[config.mk]
export PLATFORM = sky130hd
export DESIGN_NAME = light_phase_timer_flat
export DESIGN_NICKNAME = d
export VERILOG_FILES = /design/src/rtl/light_phase_timer_if.sv /design/src/rtl/light_phase_timer.sv /design/src/flat_wrapper.sv
export SDC_FILE = /design/constraint.sdc
export NUM_CORES = 1
export LEC_CHECK = 0
export BUFFER_PORTS_ARGS = -buffer_cell sky130_fd_sc_hd__buf_2
export CORE_ASPECT_RATIO = 0.5
export CORE_MARGIN = 2
export CORE_UTILIZATION = 45
export DETAILED_ROUTE_END_ITERATION = 6
export HOLD_SLACK_MARGIN = 0.05
export SLEW_MARGIN = 20
export SYNTH_ARGS = -nofsm -noshare
export SYNTH_HDL_FRONTEND = slang
export SYNTH_SLANG_ARGS = --single-unit
[constraint.sdc]
create_clock -name clk -period 2.3 [get_ports clk]
set_input_delay 0.23 -clock clk [delete_from_list [all_inputs] [get_ports clk]]
set_output_delay 0.23 -clock clk [all_outputs]
set_load 0.01 [all_outputs]
[src/rtl/light_phase_timer_if.sv]
// Lamp inputs and phase-expiry outputs between the traffic-light controller and light_phase_timer.
// ped_req exists only when PED_REQUEST_EN is defined.
interface light_phase_timer_if;
    logic       red;
    logic       green;
    logic       yellow;
`ifdef PED_REQUEST_EN
    logic       ped_req;
`endif
    logic       max_r;
    logic       max_g;
    logic       max_y;
    logic       tick;
    logic [3:0] sec_count;
    logic       fault;

    modport master (
        output red, green, yellow,
`ifdef PED_REQUEST_EN
        output ped_req,
`endif
        input  max_r, max_g, max_y, tick, sec_count, fault
    );

    modport slave (
        input  red, green, yellow,
`ifdef PED_REQUEST_EN
        input  ped_req,
`endif
        output max_r, max_g, max_y, tick, sec_count, fault
    );
endinterface

[src/rtl/light_phase_timer.sv]
// Prescales clk to a one-second tick, times the lit phase and pulses max_r/max_g/max_y on expiry.
// Optional PED_REQUEST_EN adds a pedestrian request that shortens green to MIN_GREEN_SEC.
module light_phase_timer #(
    parameter int TICK_DIV      = 50_000_000,
    parameter int RED_SEC       = 6,
    parameter int GREEN_SEC     = 4,
    parameter int YELLOW_SEC    = 2,
    parameter int MIN_GREEN_SEC = 2
) (
    input logic                clk,
    input logic                reset,
    light_phase_timer_if.slave bus
);

    localparam int             PW        = $clog2(TICK_DIV);
    localparam logic [PW-1:0]  PRE_LAST  = PW'(TICK_DIV - 1);
    localparam logic [2:0]     PH_RED    = 3'b100;
    localparam logic [2:0]     PH_GREEN  = 3'b010;
    localparam logic [2:0]     PH_YELLOW = 3'b001;

    function automatic logic [3:0] phase_limit(input logic [2:0] ph);
        case (ph)
            PH_RED:    return 4'(RED_SEC);
            PH_GREEN:  return 4'(GREEN_SEC);
            PH_YELLOW: return 4'(YELLOW_SEC);
            default:   return 4'd0;
        endcase
    endfunction

    logic [2:0]    phase;
    logic [2:0]    prev_phase;
    logic [PW-1:0] prescaler;
    logic [3:0]    sec_count;
    logic [3:0]    sec_next;
    logic [3:0]    limit;
    logic          valid;
    logic          entry;
    logic          tick;
    logic          expire;
    logic          ped_early;
    logic          max_r;
    logic          max_g;
    logic          max_y;
    logic          fault;

    assign phase    = {bus.red, bus.green, bus.yellow};
    assign valid    = (phase == PH_RED) || (phase == PH_GREEN) || (phase == PH_YELLOW);
    assign entry    = valid && (phase != prev_phase);
    assign tick     = valid && !entry && (prescaler == PRE_LAST);
    assign limit    = phase_limit(phase);
    assign sec_next = sec_count + 4'd1;
    assign expire   = tick && ((sec_next == limit) || ped_early);

`ifdef PED_REQUEST_EN
    logic ped_pending;

    assign ped_early = ped_pending && (phase == PH_GREEN) && (sec_next >= 4'(MIN_GREEN_SEC));

    // A new request in the same cycle as the green pulse keeps the request pending.
    always_ff @(posedge clk or posedge reset) begin
        if (reset) begin
            ped_pending <= 1'b0;
        end else if (bus.ped_req) begin
            ped_pending <= 1'b1;
        end else if (max_g) begin
            ped_pending <= 1'b0;
        end
    end
`else
    assign ped_early = 1'b0;
`endif

    always_ff @(posedge clk or posedge reset) begin
        if (reset) begin
            prev_phase <= 3'b000;
            prescaler  <= '0;
            sec_count  <= 4'd0;
            fault      <= 1'b0;
            max_r      <= 1'b0;
            max_g      <= 1'b0;
            max_y      <= 1'b0;
        end else begin
            prev_phase <= phase;
            fault      <= !valid;
            max_r      <= expire && (phase == PH_RED);
            max_g      <= expire && (phase == PH_GREEN);
            max_y      <= expire && (phase == PH_YELLOW);
            // Invalid lamps and phase entries both restart timing from zero.
            if (!valid || entry) begin
                prescaler <= '0;
                sec_count <= 4'd0;
            end else begin
                prescaler <= (prescaler == PRE_LAST) ? '0 : prescaler + PW'(1);
                if (tick) begin
                    sec_count <= expire ? 4'd0 : sec_next;
                end
            end
        end
    end

    assign bus.max_r     = max_r;
    assign bus.max_g     = max_g;
    assign bus.max_y     = max_y;
    assign bus.tick      = tick;
    assign bus.sec_count = sec_count;
    assign bus.fault     = fault;

endmodule
[src/flat_wrapper.sv]
// flat-port wrapper written by rule: the top's interface ports become plain ports
module light_phase_timer_flat 
#(
    parameter int TICK_DIV      = 50_000_000,
    parameter int RED_SEC       = 6,
    parameter int GREEN_SEC     = 4,
    parameter int YELLOW_SEC    = 2,
    parameter int MIN_GREEN_SEC = 2
)
  (clk, reset, bus_red, bus_green, bus_yellow, bus_max_r, bus_max_g, bus_max_y, bus_tick, bus_sec_count, bus_fault);
  light_phase_timer_if bus_i ();
  input logic clk;
  input logic reset;
  input wire logic [$bits(bus_i.red)-1:0] bus_red;
  input wire logic [$bits(bus_i.green)-1:0] bus_green;
  input wire logic [$bits(bus_i.yellow)-1:0] bus_yellow;
  output wire logic [$bits(bus_i.max_r)-1:0] bus_max_r;
  output wire logic [$bits(bus_i.max_g)-1:0] bus_max_g;
  output wire logic [$bits(bus_i.max_y)-1:0] bus_max_y;
  output wire logic [$bits(bus_i.tick)-1:0] bus_tick;
  output wire logic [$bits(bus_i.sec_count)-1:0] bus_sec_count;
  output wire logic [$bits(bus_i.fault)-1:0] bus_fault;
  assign bus_i.red = bus_red;
  assign bus_i.green = bus_green;
  assign bus_i.yellow = bus_yellow;
  assign bus_max_r = bus_i.max_r;
  assign bus_max_g = bus_i.max_g;
  assign bus_max_y = bus_i.max_y;
  assign bus_tick = bus_i.tick;
  assign bus_sec_count = bus_i.sec_count;
  assign bus_fault = bus_i.fault;
  light_phase_timer #(.TICK_DIV(TICK_DIV), .RED_SEC(RED_SEC), .GREEN_SEC(GREEN_SEC), .YELLOW_SEC(YELLOW_SEC), .MIN_GREEN_SEC(MIN_GREEN_SEC)) u_core (.clk(clk), .reset(reset), .bus(bus_i));
endmodule
* Word level (Yosys, flattened, before mapping)
Cells that the tools add are included.
** Storage, ports and cells
- Input bits :: 5
- Register bits after elaboration :: 37
** Cells by class
- Equal/unequal tests :: 6
- Reduce and logical (&&, ||, !) cells :: 13
- Add/subtract/negate cells :: 2
- Mux-type cells :: 6
** Operator list (number)
- $mux W26 :: 2
- $add A26 B1 Y26 const B :: 1
- $eq A26 B26 Y1 const B :: 1
- $mux W4 :: 3
- $pmux W3 S3 :: 1
- $logic_and A1 B1 Y1 :: 7
- $add A4 B1 Y4 const B :: 1
- $eq A4 B3 Y1 :: 1
- $eq A3 B1 Y1 const B :: 1
- $eq A3 B2 Y1 const B :: 1
- $eq A3 B3 Y1 const B :: 1
- $logic_or A1 B1 Y1 :: 3
- $ne A3 B3 Y1 :: 1
- $logic_not A1 Y1 :: 2
- $reduce_bool A2 Y1 :: 1

* Logic depth before layout (Yosys ltp)
Gate-level depths: netlist (run 1).
- Depth in word-level cells :: 11
- Mapped depth :: 8

* Worst setup path before layout (run 1)
Ideal clock, no wire load.
- Path type :: register to register
- From :: reg u_core.sec_count[0] (netlist: u_core.bus.sec_count[0])
- To :: reg u_core.sec_count[2] (netlist: u_core.bus.sec_count[2])
- Cell stages (with the launch flop) :: 7
- Slack :: 0.184 ns
- Data required time :: 2.218 ns
- Data arrival time :: 2.034 ns
- Buffers on the path :: 0
- Clock period less this slack :: 2.116 ns
- Path through :: dfrtp_1 ha_1 xnor2_1 mux2_1 o311a_1 or3b_1 a31oi_1
** On the way
- Longest elaborated chain between the ends :: 6
** RTL lines
- from (decl) :: RTL line light_phase_timer.sv:33 : logic [3:0] sec_count;
- from (signal assigned) :: RTL line light_phase_timer.sv:95 : sec_count <= expire ? 4'd0 : sec_next;
- $add A4 B1 Y4 * :: RTL line light_phase_timer.sv:51 : assign sec_next = sec_count + 4'd1;
- $eq A4 B3 Y1 :: RTL line light_phase_timer.sv:52 : assign expire = tick && ((sec_next == limit) || ped_early);
- $logic_and A1 B1 Y1 :: RTL line light_phase_timer.sv:52
- $mux W4 * :: RTL line light_phase_timer.sv:95
- $mux W4 * :: RTL line light_phase_timer.sv:94 : if (tick) begin
- $mux W4 * :: RTL line light_phase_timer.sv:89 : if (!valid || entry) begin
Every way passes the cells marked *; elsewhere a longest branch is shown, timed or not. The select of a mux whose other input is x is not followed.
A chain may end at the register's enable or synchronous reset.

* Worst setup path after layout (run 1)
- From :: reg u_core.prescaler[9]
- To :: out bus_tick
** On the way
- Longest elaborated chain between the ends :: 2
** RTL lines
- from (decl) :: RTL line light_phase_timer.sv:32 : logic [PW-1:0] prescaler;
- from (signal assigned) :: RTL line light_phase_timer.sv:93 : prescaler <= (prescaler == PRE_LAST) ? '0 : prescaler + PW'(1);
- $eq A26 B26 Y1 :: RTL line light_phase_timer.sv:49 : assign tick = valid && !entry && (prescaler == PRE_LAST);
- $logic_and A1 B1 Y1 :: RTL line light_phase_timer.sv:49
- to (decl) :: RTL line flat_wrapper.sv:20 : output wire logic [$bits(bus_i.tick)-1:0] bus_tick;
No other way between the ends.

==> results.cfg, run 1 <==
[pwr]
clockPowerShare_pct = 45.0
total_power_uw = 1278
seqPwrFrac_pct = 51.4
p_per_area_nw_per_um2 = 578.5
p_int_uw = 994.8
p_leak_uw = 0.0009240
switching_share_pct = 22.14
ir_drop_mv = 0.3012
switching_power_uw = 282.8
pwr-share-comb_pct = 3.6

[route]
initialDrtViolationCount = 42
drc = 0
avgRoutedWirePerCell_um = 13.42
drt_wl_total_um = 3582
ant_nets = 0
vias = 1378
dr.pass1.iters = 4
routed_via_density = 5.161

[synthesis]
synth_seq_cells = 37
syn_area_sq_um = 1971
synth_edf_count = 0
yosys-top-cells-count = dfrtp_1, nor2_1, xor2_1
yosysMostFrequentCell = dfrtp_1
avgSynthCellArea_sq_um = 10.05
synth.top_cell.area_share_pct = 46.98
yosysWarnings = 0
syn_inst = 196
yosys-top-cells-area = dfrtp_1, xor2_1, nor2_1
ys_async_sr_fraction_pct = 100.0
ys_types = 43
ys_seq_area_share_pct = 46.98
synth_fp_nets = 203
ys.flop_type = dfrtp_1
yosys.area.top_type = dfrtp_1

[clock_tree]
cts_tree = built
cts_sinks = 37
clk_pin_slew_ps = 80
cts.htree.levels = 2
cts-buffers-inserted = 5
clk_path_buf_depth = 2
clock_latency_ps = 290
cts_root_buf = clkbuf_8

[final_layout]
final_area_sq_um = 2208
fin_nets = 219
area_growth_pct = 12.06
antenna-diode-count = 0
final_util_pct = 54.61
drive_gt1_share_pct = 16.90

[timing]
clock.fmax_ghz = 0.4677
fin_setup_tns_ps = 0
hold_violations = 0
rsz0062_at_grt = false
setup_violations = 0
fin_worst_skew_ps = 6.197
worstMarginPinSlew_ps = 457.9
period_needed_ps = 2138
fin_crit_sh_pct = 92.97
drv_slew = 0
max-slew-margin-rel_pct = 69.47

[setup_path]
rrSetupSlack_ps = 170
max_stage_delay_ps = 440
r2r-start = u_core.bus.sec_count[1]
r2r-end = u_core.bus.sec_count[2]
startpoint = u_core.prescaler[9]
cp.depth = 6
cp_slowest_cell = dfrtp_1
r2r_cells = 6
path_max_fanout = 5
crit_chain = nor4b_2 > nand2_1 > nor4_1 > buf_4 > nor2b_1 > buf_2
cp_num_buf_inv = 2
cp.required_ps = 2070
start_kind = register
path_delay_family = simple AND/OR/NAND/NOR gates
crit_type = reg -> out
worst_setup_path_end_kind = output pin
endpoint = bus_tick
crit_arrival_ps = 1910

[floorplan]
core_sq_um = 4044
die_x_um = 97.59
initial_core_util_pct = 48.73
row_count = 16
die-area_sq_um = 4957
num_io_pins = 14
die_y_um = 50.80

[global_route]
grt_pass1_vias = 1421
antenna_found_initial = 0
grt_max_degree = 38
overflow = 0
track_usage_pct = 17.04
grt_pass1_wl_um = 6568

[place]
hpwl_um = 2446
gp_congestion = 0.7406
place_area_sq_um = 2076
portBuffers = 13

[status]
status = completed

[flow_run]
max_cap_violations = 0

[min_path]
min_path_type = in -> reg
==> layout by cell type, fill, tap and decap left out, types with 3 or more instances in the layout <==
master     n
nand4_1    6
nand3b_1   4
xor2_1    15
xnor2_1   12
buf_4      4
buf_2     13
nor3_1    10
nand2_1   14
and4_1     3
nor4_1     3
inv_1      3
dfrtp_1   37
a21oi_1    4
nand2b_1   6
nand3_1    5
nor2_1    32
clkbuf_8   5
and3_1     3
==> timing repair <==
item                                    4_1_cts  5_1_grt
gates resized for setup                       0        1
hold buffers                                  1        0
endpoints found under the setup margin        0        1
buffers inserted                              0        0
hold endpoints to repair                     13        0
==> cell type report <==
cell class / instances / area, sq um
clock inverters: 3 / 46.29
multi-input cells: 146 / 963.4
well taps: 54 / 67.56
flip-flops and latches: 37 / 925.9
fillers: 371 / 1836
clock buffers: 5 / 68.82
repair buffers: 19 / 125.1
inverters: 3 / 11.26
==> how the worst min path moves through the flow <==
stage / end / slack (ps) / startpoint / cells past startpoint
after floorplan: u_core.prev_phase[0] / 260 / bus_yellow / 0
after global placement: u_core.prev_phase[1] / 360 / reset / 3
after detailed placement: u_core.prev_phase[1] / 370 / reset / 3
after CTS: u_core.prev_phase[0] / 130 / bus_yellow / 1
after global routing: u_core.prev_phase[0] / 140 / bus_yellow / 1
final: u_core.prev_phase[0] / 140 / bus_yellow / 1
==> logic make-up after synthesis <==
| group | count (synthesis) | synth area share [%] |
|---|---|---|
| AND/OR/NAND/NOR | 104 | 30.48 |
| flip-flops | 37 | 46.98 |
| buffers and inverters | 13 | 4.507 |
| adder cells (fa/ha/maj) | 2 | 1.270 |
| multiplexers | 1 | 0.5714 |
| AO/OA/AOI/OAI | 11 | 3.746 |
| XOR/XNOR | 28 | 12.44 |
==> registers in the layout, indices dropped and copies added (netlist names) <==
| register | cells |
|---|---|
| u_core.bus.max_g | 1 |
| u_core.bus.fault | 1 |
| u_core.prev_phase | 3 |
| u_core.bus.sec_count | 4 |
| u_core.bus.max_r | 1 |
| u_core.bus.max_y | 1 |
| u_core.prescaler | 26 |
==> routing by layer <==
| layer | track usage (%) | part of all wire, % |
|---|---|---|
| met2 | 27.47 | 44 |
| met1 | 22.89 | 52 |
| met3 | 5.014 | 3.3 |
| met5 | 0 | 0 |
| met4 | 4.167 | 0.36 |
==> metrics by stage <==
| stage | hold slack (ps) | instances | setup slack, ps |
|---|---|---|---|
| global placement | 361.7 | 258 | 193.5 |
| CTS | 127.7 | 267 | 122.7 |
| detailed placement | 368.0 | 258 | 145.1 |
| floorplan | 261.4 | 196 | 184.1 |
| finish | 140.8 | 267 | 161.7 |
| global route | 135.5 | 267 | 46.49 |
==> power by group through the flow <==
stage	combinational (uW)	clock [uW]	sequential, uW
floorplan	30.6	0	670
finish	46.5	574	657
global placement	46.8	0	670
CTS	48.8	594	657
global route	54.6	621	657
detailed placement	47.2	0	670
Note: power is estimated with default switching activity, not from simulation.
==> inputs of run 2 (changes only) <==
Settings changed: CORE_UTILIZATION 45 to 55, PLACE_DENSITY set to 0.74.
==> results.cfg, run 2 (synthesis results as in run 1) <==
[status]
status = completed

[clock_tree]
clk_pin_slew_ps = 80
clk_path_buf_depth = 2
cts_sinks = 37
cts-buffers-inserted = 5
post_cts_buffers = 0
cts_tree = built
cts.htree.levels = 2
clock_latency_ps = 290
cts_root_buf = clkbuf_8

[final_layout]
final_common_cell = dfrtp_1
final_util_pct = 63.72
antenna-diode-count = 0
largest-register = u_core.prescaler
final_cell_mix = dfrtp_1, nor2_1, xor2_1
fin_nets = 217
drive_gt1_share_pct = 17.06
largest_reg_flops = 26
biggestRegsByFlops = u_core.prescaler x26, u_core.bus.sec_count x4, u_core.prev_phase x3
area_growth_pct = 11.05

[setup_path]
crit_chain = ha_2 > nor4_1 > mux2_1 > o311a_1 > or3b_1 > a31oi_1
start_kind = register
max_stage_delay_ps = 440
path_max_fanout = 6
crit_arrival_ps = 2370
cp_slowest_cell = dfrtp_1
worst_setup_path_end_kind = register
crit_type = reg -> reg
cp.required_ps = 2520

[flow_run]
max_cap_violations = 0

[timing]
hold-worst-slack_ps = 134.8
worstMarginPinSlew_ps = 460.0
fin_setup_tns_ps = 0
max-slew-margin-rel_pct = 69.33
setup_violations = 0
clock.fmax_ghz = 0.4650
drv_slew = 0
period_needed_ps = 2151
rsz0062_at_grt = true
hold_violations = 0
fin_worst_skew_ps = 12.73
fin_crit_sh_pct = 93.51
setup_ws_ps = 149.3

[global_route]
overflow = 0
grt_pass1_wl_um = 5947
track_usage_pct = 19.63
antenna_found_initial = 0
grt_pass1_vias = 1324
grt_max_degree = 38

[place]
gp_congestion = 0.8303
portBuffers = 13
hpwl_um = 2412
place_ws_ps = 98.63

[floorplan]
core_sq_um = 3435
row_count = 15
die_y_um = 46.33
die-area_sq_um = 4107
num_io_pins = 14
initial_core_util_pct = 57.38
die_x_um = 88.65

[pwr]
p_per_area_nw_per_um2 = 588.0
ir_drop_mv = 0.2942
total_power_uw = 1287
p_leak_uw = 0.0009060

[route]
initialDrtViolationCount = 63
routed_via_density = 5.435
avgRoutedWirePerCell_um = 13.79
drt_wl_total_um = 3614
vias = 1424
drc = 0
dr.pass1.iters = 4
ant_nets = 0

[min_path]
min_path_type = in -> reg
## run 2: what timing repair did
item,4_1_cts,5_1_grt
setup endpoints to repair,0,2
hold buffers,1,0
endpoints found under the hold margin,10,0
gates resized for setup,0,4
## run 2: critical path: cells and delay by family (launching register included)
family	cells	cell delay, ps
AO/OA/AOI/OAI	2	500
adder cells (fa/ha/maj)	1	410
flip-flops	1	440
multiplexers	1	300
AND/OR/NAND/NOR	2	430
## run 2: layout make-up
class | instances | area (sq um)
fillers | 287 | 1246
multi-input cells | 146 | 972.2
flip-flops and latches | 37 | 927.1
repair buffers | 17 | 97.59
clock buffers | 7 | 86.33
well taps | 51 | 63.81
clock inverters | 1 | 30.03
inverters | 3 | 11.26
## run 2: per-layer routing
metal	GRT usage (%)	vias to the layer above	share of wire (%)
li1	-	705	-
met1	25.31	687	48
met2	31.64	25	46
met3	5.556	7	3.8
met4	8.182	0	1.7
met5	0	-	0
## run 2: final timing paths
| kind | start | end | slack, ps | cells past startpoint |
|---|---|---|---|---|
| worst max-delay path | u_core.bus.sec_count[0] | u_core.bus.sec_count[2] | 150 | 6 |
| worst min-delay path | bus_green | u_core.prev_phase[1] | 130 | 1 |
| worst max register to register | u_core.bus.sec_count[0] | u_core.bus.sec_count[2] | 150 | 6 |
| worst min register to register | u_core.prescaler[0] | u_core.prescaler[0] | 450 | 1 |
| max in group asynchronous | reset | u_core.prescaler[16] | 1360 | 4 |
| min in group asynchronous | reset | u_core.prescaler[22] | 570 | 4 |
## run 2: report_power, final
group / switching, uW / internal [uW]
registers: 2.39 / 655
logic: 31.3 / 14.5
clock network: 230 / 354
## run 2: through the flow
stage	cells	instance area, sq um
final	262	2188
after global routing	262	2188
after CTS	262	2171
after detailed placement	253	2044
after global placement	253	2044
after floorplan	196	1971
==> inputs of run 3 (changes only) <==
Settings changed: BUFFER_PORTS_ARGS -buffer_cell sky130_fd_sc_hd__buf_2 to -buffer_cell sky130_fd_sc_hd__clkbuf_2, CTS_CLUSTER_DIAMETER set to 100.
==> results.cfg, run 3 (synthesis results as in run 1) <==
[status]
status = completed

[pwr]
switching_share_pct = 22.53
clockPowerShare_pct = 45.2
seqPwrFrac_pct = 51.2
total_power_uw = 1282
ir_drop_mv = 0.2890
p_int_uw = 993.4
pwr-share-comb_pct = 3.6
switching_power_uw = 288.8
p_per_area_nw_per_um2 = 585.3
p_leak_uw = 0.0009061

[min_path]
min_path_type = in -> reg

[timing]
drv_slew = 0
hold_violations = 0
setup_violations = 0
max-slew-margin-rel_pct = 69.06
fin_crit_sh_pct = 94.48
setup_ws_ps = 127.0
worstMarginPinSlew_ps = 464.1
clock.fmax_ghz = 0.4602
fin_worst_skew_ps = 10.94
period_needed_ps = 2173
hold-worst-slack_ps = 143.6

[global_route]
antenna_found_initial = 0
overflow = 0
grt_pass1_wl_um = 5975
grt_pass1_vias = 1281
grt_max_degree = 38
track_usage_pct = 19.72

[floorplan]
num_io_pins = 14
initial_core_util_pct = 57.38
die_y_um = 46.33
die-area_sq_um = 4107
row_count = 15
die_x_um = 88.65
core_sq_um = 3435

[place]
gp_congestion = 0.8318
place_ws_ps = 142.9
dp_cells = 254
hpwl_um = 2327
portBuffers = 13

[setup_path]
crit_arrival_ps = 2400
path_max_fanout = 5
worst_setup_path_end_kind = register
crit_type = reg -> reg
cp_slowest_cell = dfrtp_1
start_kind = register
rrSetupSlack_ps = 130
crit_chain = ha_1 > xnor2_2 > mux2_1 > o311a_1 > or3b_1 > a31oi_1
cp.required_ps = 2530
max_stage_delay_ps = 440

[final_layout]
final_util_pct = 63.79
antenna-diode-count = 0
fin_nets = 218
biggestRegsByFlops = u_core.prescaler x26, u_core.bus.sec_count x4, u_core.prev_phase x3
largest-register = u_core.prescaler
stdcell_count = 263
area_growth_pct = 11.17
final_cell_mix = dfrtp_1, nor2_1, xor2_1
largest_reg_flops = 26
multi_input_area_sq_um = 969.7
seqCellArea_sq_um = 925.9
drive_gt1_share_pct = 16.98
final.fill_count = 272
final_common_cell = dfrtp_1

[clock_tree]
cts-buffers-inserted = 5
cts_tree = built
clock_latency_ps = 300
clk_path_buf_depth = 2
cts_sinks = 37
post_cts_buffers = 0
cts_root_buf = clkbuf_8
clk_pin_slew_ps = 80
cts.htree.levels = 2

[route]
avgRoutedWirePerCell_um = 13.57
vias = 1420
initialDrtViolationCount = 70
dr.pass1.iters = 4
drc = 0
ant_nets = 0
drt_wl_total_um = 3568
routed_via_density = 5.399

[flow_run]
max_cap_violations = 0
-- run 3: cell count changes in the layout (fill, tap and decap cells not counted), sizes merged --
cell      delta
buf         -12
clkbuf      +11
clkinv       +1
clkinvlp     +1
-- run 3: final cells by class --
cell class	instances	area share [%]
Inverter	3	0.5140
Clock inverter	3	2.113
Sequential cell	37	42.26
Timing Repair Buffer	18	4.797
Clock buffer	5	3.141
Multi-Input combinational cell	146	44.26
Tap cell	51	2.913
-- run 3: what timing repair did --
item | 4_1_cts | 5_1_grt
endpoints found under the setup margin | 0 | 2
hold buffers | 1 | 0
resized for setup | 0 | 2
endpoints found under the hold margin | 37 | 0
-- run 3: per-stage QoR --
| step | setup TNS [ps] | area [sq um] |
|---|---|---|
| detailed placement | 0 | 2052 |
| global route | -0.8724 | 2191 |
| global placement | 0 | 2052 |
| CTS | 0 | 2177 |
| finish | 0 | 2191 |
| floorplan | 0 | 1971 |
-- run 3: worst max-delay path, delay by kind of cell (launching register included) --
family	cells	cell delay, ps
compound gates	2	500
xor+xnor	1	190
fa+ha+maj	1	280
flops	1	440
mux	1	330
simple gates	1	360
-- run 3: worst paths after layout --
check / depth (start not counted) / start / to
worst max register to register: 6 / u_core.bus.sec_count[1] / u_core.bus.sec_count[2]
worst min-delay path: 1 / bus_green / u_core.prev_phase[1]
max in group asynchronous: 4 / reset / u_core.prescaler[4]
worst min register to register: 1 / u_core.prescaler[0] / u_core.prescaler[0]
worst max-delay path: 6 / u_core.bus.sec_count[1] / u_core.bus.sec_count[2]
min in group asynchronous: 4 / reset / u_core.prescaler[23]
-- run 3: power groups by stage --
stage | Clock (uW) | Sequential [uW] | Combinational [uW]
2_1_floorplan | 0 | 670 | 30.6
3_3_place_gp | 0 | 670 | 44.0
3_5_place_dp | 0 | 670 | 45.2
4_1_cts | 591 | 657 | 46.9
5_1_grt | 618 | 658 | 53.0
6_report | 580 | 657 | 45.6
-- run 3: metal layers --
metal  track usage, %  part of all wire (%)  wire (um)  vias up
met5                0                     0          0        -
met4            7.273                   1.5         53        0
met3            5.914                   4.5        161        4
met2            32.54                    45       1594       29
met1            25.06                    49       1759      681
li1                 -                     -          -      706
